<file path="config.mk">
export PLATFORM = sky130hd
export DESIGN_NAME = vector_pls_bus_ctrl
export DESIGN_NICKNAME = d
export VERILOG_FILES = /design/src/rtl/vector_pls_bus_ctrl.sv
export SDC_FILE = /design/constraint.sdc
export NUM_CORES = 1
export LEC_CHECK = 0
export BUFFER_PORTS_ARGS = -buffer_cell sky130_fd_sc_hd__buf_4
export CORE_ASPECT_RATIO = 1.75
export CORE_UTILIZATION = 46
export CTS_BUF_LIST = sky130_fd_sc_hd__clkbuf_16
export CTS_CLUSTER_SIZE = 16
export DETAILED_ROUTE_END_ITERATION = 10
export PLACE_DENSITY = 0.87
export SYNTH_ARGS = -nofsm -noshare
export SYNTH_HDL_FRONTEND = slang
export SYNTH_SLANG_ARGS = --single-unit
</file>
<file path="constraint.sdc">
create_clock -name clk -period 2.1 [get_ports clk]
set_clock_uncertainty 0.1 [all_clocks]
set_input_delay 0.105 -clock clk [delete_from_list [all_inputs] [get_ports clk]]
set_output_delay 0.105 -clock clk [all_outputs]
set_load 0.01 [all_outputs]
</file>
<file path="src/rtl/vector_pls_bus_ctrl.sv">
// rtl/vector_pls_bus_ctrl.sv - multi-beat OCP master controller for the vector PLS unit
module vector_pls_bus_ctrl #(
    parameter int BUS_ADDR_WIDTH  = 32,
    parameter int BUS_DATA_WIDTH  = 128,
    parameter int VECTOR_BEATS    = 4,
    parameter int MAX_OUTSTANDING = 2
) (
    input  logic                                                   clk,
    input  logic                                                   reset,
    input  logic                                                   req_valid,
    output logic                                                   req_ready,
    input  logic                                                   req_we,
    input  logic [BUS_ADDR_WIDTH-1:0]                              req_addr,
    input  logic [BUS_DATA_WIDTH/8-1:0]                            req_byteen,
    input  logic [2:0]                                             req_cond,
    output logic [2:0]                                             MCmd,
    output logic [BUS_ADDR_WIDTH-1:0]                              MAddr,
    output logic [BUS_DATA_WIDTH/8-1:0]                            MByteEn,
    output logic                                                   MRespAccept,
    input  logic                                                   SCmdAccept,
    input  logic [1:0]                                             SResp,
    output logic                                                   capture,
    output logic                                                   stored_byteen,
    output logic [2:0]                                             cond,
    output logic [(VECTOR_BEATS > 1 ? $clog2(VECTOR_BEATS) : 1)-1:0] beat_idx,
    output logic                                                   done,
    output logic                                                   err,
    output logic                                                   busy
);
    localparam int BEW    = BUS_DATA_WIDTH / 8;
    localparam int BIW    = (VECTOR_BEATS > 1) ? $clog2(VECTOR_BEATS) : 1;
    localparam int CNT_W  = $clog2(VECTOR_BEATS + 1);
    localparam int OUT_W  = $clog2(MAX_OUTSTANDING + 1);
    localparam logic [CNT_W-1:0] LAST_BEAT = CNT_W'(VECTOR_BEATS - 1);
    localparam logic [OUT_W-1:0] OUT_MAX   = OUT_W'(MAX_OUTSTANDING);

    localparam logic [2:0] CMD_IDLE  = 3'd0;
    localparam logic [2:0] CMD_WR    = 3'd1;
    localparam logic [2:0] CMD_RD    = 3'd2;
    localparam logic [1:0] RESP_NULL = 2'd0;
    localparam logic [1:0] RESP_DVA  = 2'd1;

    typedef enum logic [1:0] {
        ST_IDLE  = 2'd0,
        ST_ISSUE = 2'd1,
        ST_DRAIN = 2'd2
    } state_t;

    state_t                r_state;
    state_t                w_next_state;
    logic                  r_we;
    logic [BUS_ADDR_WIDTH-1:0] r_addr;
    logic [BEW-1:0]        r_byteen;
    logic                  r_stored_be;
    logic [2:0]            r_cond;
    logic [CNT_W-1:0]      r_issued;
    logic [CNT_W-1:0]      r_resp_cnt;
    logic [OUT_W-1:0]      r_outstanding;
    logic                  r_err;

    logic                  w_accept_req;
    logic                  w_resp;
    logic                  w_resp_bad;
    logic                  w_present;
    logic                  w_issue;
    logic                  w_last_resp;
    logic [BUS_ADDR_WIDTH-1:0] w_offset;

    // Bus handshakes, slot availability and per-beat PLS controls
    always_comb begin
        w_accept_req = (r_state == ST_IDLE) && req_valid;
        MRespAccept  = (r_state != ST_IDLE);
        w_resp       = MRespAccept && (SResp != RESP_NULL) && (r_outstanding != '0);
        w_resp_bad   = w_resp && (SResp != RESP_DVA);
        // a response consumed this cycle frees its slot for a command in the same cycle
        w_present    = (r_state == ST_ISSUE) && ((r_outstanding < OUT_MAX) || w_resp);
        w_issue      = w_present && SCmdAccept;
        w_last_resp  = w_resp && (r_resp_cnt == LAST_BEAT);
        w_offset     = BUS_ADDR_WIDTH'(r_issued) * BUS_ADDR_WIDTH'(BEW);
        MCmd         = w_present ? (r_we ? CMD_WR : CMD_RD) : CMD_IDLE;
        MAddr        = (r_state == ST_ISSUE) ? (r_addr + w_offset) : '0;
        MByteEn      = (r_state == ST_ISSUE) ? r_byteen : '0;
        capture      = w_resp && (SResp == RESP_DVA) && !r_we;
        done         = w_last_resp;
        err          = w_last_resp && (r_err || w_resp_bad);
        busy         = (r_state != ST_IDLE);
        req_ready    = (r_state == ST_IDLE);
        beat_idx     = r_resp_cnt[BIW-1:0];
        stored_byteen = r_stored_be;
        cond         = r_cond;
    end

    // Next-state selection for the IDLE/ISSUE/DRAIN sequence
    always_comb begin
        w_next_state = r_state;
        case (r_state)
            ST_IDLE:  if (req_valid) w_next_state = ST_ISSUE;
            ST_ISSUE: if (w_issue && (r_issued == LAST_BEAT)) w_next_state = ST_DRAIN;
            ST_DRAIN: if (w_last_resp) w_next_state = ST_IDLE;
            default:  w_next_state = ST_IDLE;
        endcase
    end

    // State register, request latches, beat/response/outstanding counters and sticky error
    always_ff @(posedge clk or negedge reset) begin
        if (!reset) begin
            r_state       <= ST_IDLE;
            r_we          <= 1'b0;
            r_addr        <= '0;
            r_byteen      <= '0;
            r_stored_be   <= 1'b0;
            r_cond        <= 3'd0;
            r_issued      <= '0;
            r_resp_cnt    <= '0;
            r_outstanding <= '0;
            r_err         <= 1'b0;
        end else begin
            r_state <= w_next_state;
            if (w_accept_req) begin
                r_we        <= req_we;
                r_addr      <= req_addr;
                r_byteen    <= req_byteen;
                r_stored_be <= |req_byteen;
                r_cond      <= req_cond;
                r_issued    <= '0;
                r_resp_cnt  <= '0;
                r_err       <= 1'b0;
            end else begin
                if (w_issue) r_issued <= r_issued + 1'b1;
                if (w_last_resp) begin
                    r_resp_cnt <= '0;
                    r_err      <= 1'b0;
                end else if (w_resp) begin
                    r_resp_cnt <= r_resp_cnt + 1'b1;
                    if (w_resp_bad) r_err <= 1'b1;
                end
            end
            case ({w_issue, w_resp})
                2'b10:   r_outstanding <= r_outstanding + 1'b1;
                2'b01:   r_outstanding <= r_outstanding - 1'b1;
                default: r_outstanding <= r_outstanding;
            endcase
        end
    end
endmodule
</file>
# --- Yosys cells after proc, flatten, opt, wreduce, memory -nomap -nowiden ---
# Cells that the tools add are included.
totals:
  ff_bits: 64
  inputBits: 58
  output_inout_bits: 63
  wordCells: 70
classes:
  addsub: 5
  magnitude_cmp: 1
  n_eq_ne: 11
  mux: 18
  reduce_logical: 25
ops:
  columns: ["op", "n"]
  rows:
  - ["$add A32 B7 Y32", 1]
  - ["$mux W32", 1]
  - ["$mux W16", 1]
  - ["$reduce_or A16 Y1", 1]
  - ["$mux W3", 5]
  - ["$logic_and A1 B1 Y1", 11]
  - ["$mux W2", 5]
  - ["$reduce_bool A2 Y1", 5]
  - ["$add A3 B1 Y3 const B", 2]
  - ["$eq A2 B1 Y1 const B", 3]
  - ["$eq A3 B2 Y1 const B", 2]
  - ["$pmux W2 S3", 1]
  - ["$reduce_bool A3 Y1", 2]
  - ["$eq A2 B2 Y1 const B", 2]
  - ["$mux W1", 4]
  - ["$ne A2 B1 Y1 const B", 2]
  - ["$ne A2 B2 Y1 const B", 2]
  - ["$pmux W2 S2", 1]
  - ["$reduce_and A3 Y1", 1]
  - ["$add A2 B1 Y2 const B", 1]
  - ["$logic_not A2 Y1", 1]
  - ["$logic_or A1 B1 Y1", 2]
  - ["$lt A2 B2 Y1 const B", 1]
  - ["$reduce_and A2 Y1", 1]
  - ["other kinds (2)", 2]

# --- Longest topological paths before layout ---
# Gate-level depths: netlist (run 1).
logic_depth:
  depth_word: 9
  mapped_depth: 7
  ltp_nobuf: 6

# --- Worst setup path before layout (run 1) ---
# Ideal clock, no wire load.
synth_timing:
  path_type: "register to output"
  startpoint: "reg r_issued[0]"
  endpoint: "out MAddr[16]"
  t_arrival_ps: 1963
  t_required_ps: 1895
  setup_slack_ps: -68
  path_stages_with_launch: 8
  path_buffers: 1
  path_cell_list: "dfrtp_1 ha_1 fa_1 a21o_1 nand3_1 clkbuf_1 o21ai_0 a21oi_1"
synth_between:
  elab_chain_len: 2
synth_rtl:
  columns: ["element", "line", "source"]
  rows:
  - ["from (decl)", "56", "logic [CNT_W-1:0] r_issued;"]
  - ["from (signal assigned)", "129", "if (w_issue) r_issued <= r_issued + 1'b1;"]
  - ["$add A32 B7 Y32", "81", "MAddr = (r_state == ST_ISSUE) ? (r_addr + w_offset) : '0;"]
  - ["$mux W32", "81", null]
  - ["to (decl)", "17", "output logic [BUS_ADDR_WIDTH-1:0] MAddr,"]
# No other way between the ends.

# --- Final worst setup path (run 1) ---
layout_timing:
  startpoint: "reg r_addr[4]"
  endpoint: "out MAddr[28]"
layout_between:
  elab_chain_len: 2
layout_rtl:
  columns: ["element", "line", "source"]
  rows:
  - ["from (decl)", "52", "logic [BUS_ADDR_WIDTH-1:0] r_addr;"]
  - ["from (signal assigned)", "121", "r_addr <= req_addr;"]
  - ["$add A32 B7 Y32", "81", null]
  - ["$mux W32", "81", null]
# No other way between the ends.

==> results.toml, run 1 <==
[timing]
hold_viol = 0
rsz0062_at_grt = "true"
setup_viol = 25
drv_slew = 0
finalCritPeriodShare_pct = 118
period_minus_slack_ns = 2.47
fmax_ghz = 0.405
finalSetupTns_ns = -5.82
setup_ws_ns = -0.368
maxSlewHeadroom_pct = 43.7
tightest_slew_ns = 0.844

[critical_path]
crit_path_frequent_cell = "buf_4"
worstRegToRegCells = 5
critPathSlowestCell = "dfrtp_1"
crit_path_start = "r_addr[4]$_DFFE_PN0P_"
cp.required_ns = 1.89
regToRegStartpoint = "r_state[1]$_DFFE_PN0P_"
path_cells = "ha_4 -> fa_2 -> a21o_1 -> nand3_2 -> buf_6 -> buf_4 -> o41ai_2 -> a21oi_1 -> buf_4"
end_kind = "output port"
cp-start-kind = "flip-flop"
cp.arrival_ns = 2.26
critPathKind = "flip-flop to output port"
cp_max_fo = 7
cpPeakStageDelay_ns = 0.41

[clock_network]
cts_root_buffer = "clkbuf_16"
clockBufferDepth = 2
htreeDepth = 3
cts_tree = "built"
clk_latency_ns = 0.32
numCtsBuffers = 9
cts.clk_slew.worst_paths_ns = 0.05
clock-sinks = 64

[power_and_ir_drop]
pwr-share-comb_pct = 56.6
vdd_ir_drop_max_mv = 0.946
power.density_nw_per_um2 = 1400
p_sw_mw = 3.50
sw_frac_of_total_pct = 41.5
power_frac_seq_pct = 27.9
leakage_nw = 2.93
p_int_mw = 4.94
clockPowerShare_pct = 15.5

[placement]
placement.io_buffers = 119
gp_congestion = 0.903
hpwl_um = 7700

[layout]
drive_gt1_share_pct = 36.9
final_util_pct = 79.7
seq_area_um2 = 1610
final_net_count = 724
fill_cells = 437
multiInputGateArea_um2 = 2150
n_antenna_cell = 0
area_growth_pct = 67.3

[synthesis]
synthDistinctLibCells = 47
synthFlopType = "dfrtp_1"
ys_seq_elements = 64
syn_avg_cell_area_um2 = 8.04
yosysSeqAreaShare_pct = 44.5
netlist_instances = 448
async_flop_share_pct = 100
synth_area_um2 = 3600
synth.yosys.warnings = 0
syn_nets = 514
synth_edf_count = 0

[grt]
gr-usage-all-layers_pct = 33.2
gr-total-overflow = 0
grt_pass1_wl_um = 20100
antenna_found_initial = 0
grt_pass1_vias = 4311
grt_max_degree = 65

[routing]
routed-wl-met2_um = 7500
drc = 0
m1WireLength_um = 4840
vias_per_cell = 5.83
routed_wl_um = 14000
wl_met3_um = 746
post_drt_wl_per_cell_um = 18.7
drtAntennaViolNets = 0
drt_first_iter_violations = 462
dr.pass1.iters = 6
routed.top_layer = "met4"
via_count = 4372

[run_status]
status = "finished, violations left"
violations = "setup timing"

[die]
die_area_um2 = 8200
die_y_um = 119
die_w_um = 68.9
core_area_um2 = 7570
pin_count = 121
fp-row-count = 42
initial_utilization_pct = 47.6

[worst_hold_path]
hp-class = "input pin to flip-flop"
worstHoldPathCells = 3
min_from = "SResp[1]"

[job]
cap_violations = 0
## layout make-up
class	instances	area share [%]
multi-input cells	346	35.7
repair buffers	226	30.9
flip-flops and latches	64	26.7
clock buffers	9	3.74
well taps	88	1.83
inverters	11	0.685
clock inverters	6	0.477
## per-stage QoR
| stage | area (um^2) | power [mW] | instances | setup slack [ns] | hold WS [ns] |
|---|---|---|---|---|---|
| floorplan | 3600 | 4.22 | 448 | 0.0371 | -0.291 |
| global placement | 4810 | 6.06 | 670 | -0.0863 | 0.141 |
| detailed placement | 4810 | 6.23 | 670 | -0.120 | 0.154 |
| CTS | 5810 | 7.93 | 746 | -0.365 | 0.0644 |
| global route | 6030 | 8.87 | 750 | -0.468 | 0.189 |
| finish | 6030 | 8.44 | 750 | -0.368 | 0.127 |
## cell families (layout without fill, tap and decap cells)
logic type | count (synthesis) | count (layout) | synth area share (%)
adder cells (fa/ha/maj) | 8 | 8 | 2.99
buffers and inverters | 39 | 252 | 4.79
multiplexers | 2 | 2 | 0.556
flip-flops | 64 | 64 | 44.5
AND/OR/NAND/NOR | 270 | 271 | 35.1
other | 1 | 1 | 0.104
XOR/XNOR | 11 | 11 | 2.67
AO/OA/AOI/OAI | 53 | 53 | 9.31
## cell usage after synthesis (all sizes together), types with 7 or more instances
master	instances	share of area (%)
o31ai	7	1.5
a21oi	18	2.5
nand2	166	17
o21ai	11	1.5
clkbuf	20	2.1
and2	25	4.3
ha	7	2.4
nor2	16	1.7
nand3	14	2.3
buf	8	1.5
nor4	7	1.4
inv	11	1.1
or4	8	1.7
dfrtp	64	44
nand4	8	1.4
## state kept, by name, summed over array words and instances (netlist names)
signal	cells
r_addr	32
r_byteen	16
cond	3
r_issued	3
r_resp_cnt	3
r_outstanding	2
r_state	2
r_err	1
r_we	1
stored_byteen	1
## cells in the final DEF, fill, tap and decap left out, drive strengths merged, types with 10 or more instances in the layout
master       netlist  routed
inv               11      12
nand2            166     166
dlygate4sd3        0      54
clkbuf            20      10
nand3             14      14
a21oi             18      18
o21ai             11      11
and2              25      25
dfrtp             64      64
buf                8     171
nor2              16      16
## power by group through the flow
stage | Sequential, mW | Combinational (mW) | Clock [mW]
after floorplan | 2.20 | 2.03 | 0
after global placement | 2.20 | 3.86 | 0
after detailed placement | 2.25 | 3.98 | 0
after CTS | 2.26 | 4.37 | 1.31
after global routing | 2.39 | 5.11 | 1.36
final | 2.36 | 4.78 | 1.31
## routing by layer
metal / up-vias / track usage (%)
met5: - / 0
met4: 0 / 20.3
met1: 2080 / 34.5
met3: 95 / 6.13
li1: 1926 / -
met2: 271 / 57.9
## critical path: cells and delay by family (launching register included)
kind	cells	cell delay, ns
DFF	1	0.41
buffers and inverters	3	0.46
adders and majority gates	2	0.38
and+or+nand+nor	1	0.09
AOI/OAI and AO/OA	3	0.60
## final timing paths
path                                                     end  slack, ns
worst max register to register  r_outstanding[1]$_DFFE_PN0P_       0.24
max in group asynchronous             r_addr[22]$_DFFE_PN0P_       0.96
worst min register to register         r_addr[3]$_DFFE_PN0P_       0.37
worst min-delay path                       r_err$_DFFE_PN0P_       0.13
worst max-delay path                               MAddr[28]      -0.37
min in group asynchronous              r_addr[8]$_DFFE_PN0P_       0.33
## timing repair
| item | 4_1_cts | 5_1_grt |
|---|---|---|
| setup buffers | 8 | 5 |
| resized for setup | 32 | 38 |
| endpoints found under the setup margin | 25 | 26 |
| pin swaps | 26 | 20 |
| hold endpoints to repair | 118 | 0 |
| hold buffers | 54 | 0 |
| cloned | 0 | 1 |
No activity file was read; power rests on OpenSTA's default activity.
==> run 2: changes to the inputs <==
--- a/config.mk
+++ b/config.mk
@@ -5,9 +5,10 @@
 export SDC_FILE = /design/constraint.sdc
 export NUM_CORES = 1
 export LEC_CHECK = 0
+export ABC_AREA = 1
 export BUFFER_PORTS_ARGS = -buffer_cell sky130_fd_sc_hd__buf_4
 export CORE_ASPECT_RATIO = 1.75
-export CORE_UTILIZATION = 46
+export CORE_UTILIZATION = 47
 export CTS_BUF_LIST = sky130_fd_sc_hd__clkbuf_16
 export CTS_CLUSTER_SIZE = 16
 export DETAILED_ROUTE_END_ITERATION = 10
==> results.toml, run 2 <==
[routing]
post_drt_wl_per_cell_um = 14.7
routed_wl_um = 12300
vias_per_cell = 5.06
drt_first_iter_violations = 296
drc = 6
drtAntennaViolNets = 0
via_count = 4243
dr.pass1.iters = 8

[critical_path]
cp-start-kind = "flip-flop"
end_kind = "output port"
cpPeakStageDelay_ns = 0.42
path_cells = "ha_4 -> fa_2 -> buf_6 -> nand3_4 -> nand2_4 -> nand3_2 -> nand2_2 -> nor2_1 -> buf_4"
critPathTopFamily = "adder cells"
r2r_slack_ns = 0.11
critPathSlowestCell = "fa_2"
cp.required_ns = 1.89
cp_max_fo = 6
critPathKind = "flip-flop to output port"
cp.arrival_ns = 2.07
critPathBufInv = 2

[job]
cap_violations = 0

[power_and_ir_drop]
clockPowerShare_pct = 16.7
vdd_ir_drop_max_mv = 1.01
power.density_nw_per_um2 = 1350
p_int_mw = 4.54
sw_frac_of_total_pct = 43.2
pwr-share-comb_pct = 53.3
power_frac_seq_pct = 30.0
leakage_nw = 3.06
p_sw_mw = 3.44

[grt]
grt_pass1_vias = 4304
grt_pass1_wl_um = 19700
gr-total-overflow = 0
grt_max_degree = 65
antenna_found_initial = 0
gr-usage-all-layers_pct = 30.0

[layout]
layout_common_cells = "nand2_1, buf_4, nor2_1"
n_antenna_cell = 0
final_common_cell = "nand2_1"
multiInputGateArea_um2 = 2050
stdcell_area_um2 = 5900
largest_reg_flops = 32
regMostFlops = "r_addr"
reg_top3 = "r_addr: 32 flops, r_byteen: 16 flops"
final_net_count = 809
seq_area_um2 = 1610
area_growth_pct = 52.8
final_util_pct = 74.0
instances_no_fill = 838
drive_gt1_share_pct = 29.5
fill_cells = 583

[synthesis]
async_flop_share_pct = 100
syn_nets = 625
synth.yosys.warnings = 0
ys_seq_elements = 64
synthTopCellsByArea = "dfrtp_1, nand2_1, nor2_1, inv_1, o21ai_0"
synth_area_leader_cell = "dfrtp_1"
synthDistinctLibCells = 30
synth_area_um2 = 3860
synth.most_common_cell = "nand2_1"
yosysSeqAreaShare_pct = 41.5
synth_edf_count = 0
syn_avg_cell_area_um2 = 6.90
netlist_instances = 559
synth_top_area_share_pct = 41.5
synthTopCellsByCount = "nand2_1, nor2_1, inv_1, dfrtp_1, o21ai_0"
synthFlopType = "dfrtp_1"

[placement]
placed_area_um2 = 4810
placedCellCount = 757
placement.io_buffers = 119
hpwl_um = 7840
gp_congestion = 0.881

[timing]
holdWs_ns = 0.0188
hold_viol = 0
tightest_slew_ns = 0.816
setup_ws_ns = -0.178
drv_slew = 0
setup_viol = 18
maxSlewHeadroom_pct = 45.6
rsz0062_at_grt = "true"
period_minus_slack_ns = 2.28
finalCritPeriodShare_pct = 108
fmax_ghz = 0.439

[clock_network]
clk_latency_ns = 0.33
numCtsBuffers = 9
htreeDepth = 3
clock-sinks = 64
cts_tree = "built"
cts_root_buffer = "clkbuf_16"
cts.clk_slew.worst_paths_ns = 0.05
clockBufferDepth = 2

[run_status]
status = "finished, violations left"
violations = "DRC, setup timing"

[die]
pin_count = 121
die_y_um = 122
die_w_um = 70.5
die_area_um2 = 8590
core_area_um2 = 7960
initial_utilization_pct = 48.5
fp-row-count = 43

[worst_hold_path]
hp-class = "input pin to flip-flop"
## run 2: cell count changes after synthesis, sizes merged, moves of 7 or more
| cell | before | now |
|---|---|---|
| buf | 8 | 18 |
| o31ai | 7 | 0 |
| or4 | 8 | 0 |
| and2 | 25 | 0 |
| o21ai | 11 | 43 |
| clkbuf | 20 | 1 |
| nor2 | 16 | 92 |
| nand2 | 166 | 199 |
| inv | 11 | 77 |
| nand3 | 14 | 26 |
| a21oi | 18 | 11 |
## run 2: cell families after synthesis
logic type | after synthesis | share of synthesized area (%)
simple gates | 327 | 36.0
buf+inv | 96 | 10.4
flops | 64 | 41.5
xor+xnor | 5 | 1.14
fa+ha+maj | 8 | 2.79
compound gates | 58 | 8.07
other cells | 1 | 0.0972
## run 2: power by group through the flow
stage	clock (mW)	combinational (mW)	sequential [mW]
after floorplan	0	2.25	2.20
after global placement	0	3.65	2.31
after detailed placement	0	3.75	2.34
after CTS	1.36	3.95	2.35
after global routing	1.39	4.69	2.45
final	1.33	4.26	2.39
## run 2: routing by layer
layer / track usage [%] / wire [um]
met5: 0 / 0
met4: 15.3 / 306
met3: 5.38 / 553
met2: 56.9 / 7090
met1: 31.1 / 4370
## run 2: worst paths after layout
path | start | end | depth (start not counted)
min in group asynchronous | reset | r_addr[0]$_DFFE_PN0P_ | 2
max in group asynchronous | reset | r_issued[1]$_DFFE_PN0P_ | 2
setup / recovery | r_addr[4]$_DFFE_PN0P_ | MAddr[30] | 9
setup reg to reg | r_outstanding[0]$_DFFE_PN0P_ | r_outstanding[1]$_DFFE_PN0P_ | 9
hold / removal | SCmdAccept | r_issued[1]$_DFFE_PN0P_ | 3
hold reg to reg | stored_byteen$_DFFE_PN0P_ | stored_byteen$_DFFE_PN0P_ | 2
## run 2: final cells by class
cell class	count	area share [%]
clock buffer	9	3.82
inverter	77	4.90
tap	90	1.91
sequential	64	27.2
clock inverter	7	0.658
multi-input combinational	399	34.7
timing repair buffer	192	26.8
## run 2: per-stage QoR
step                      setup TNS (ns)  power (mW)  setup WS [ns]
after global placement                 0        5.97          0.125
after CTS                         -0.733        7.67        -0.0816
after floorplan                        0        4.45          0.225
after global routing               -3.78        8.54         -0.251
final                              -1.92        7.98         -0.178
after detailed placement               0        6.09         0.0579
## run 2: what timing repair did
item                                   in CTS  in global routing
hold buffers                               53                  0
setup endpoints to repair                  24                 25
cloned                                      0                  0
setup buffers                               3                  9
pin swaps                                   8                 15
gates resized for setup                    17                 37
endpoints found under the hold margin     117                  0
## run 2: worst reg2reg max path, stage by stage, from the launching register on
cell,delay (ns)
dfrtp_1,0.40
inv_1,0.05
nand2_1,0.13
nand3_4,0.12
nand2_2,0.13
nand3_4,0.11
ha_1,0.32
a21oi_1,0.18
o21ai_0,0.15
xor2_1,0.17
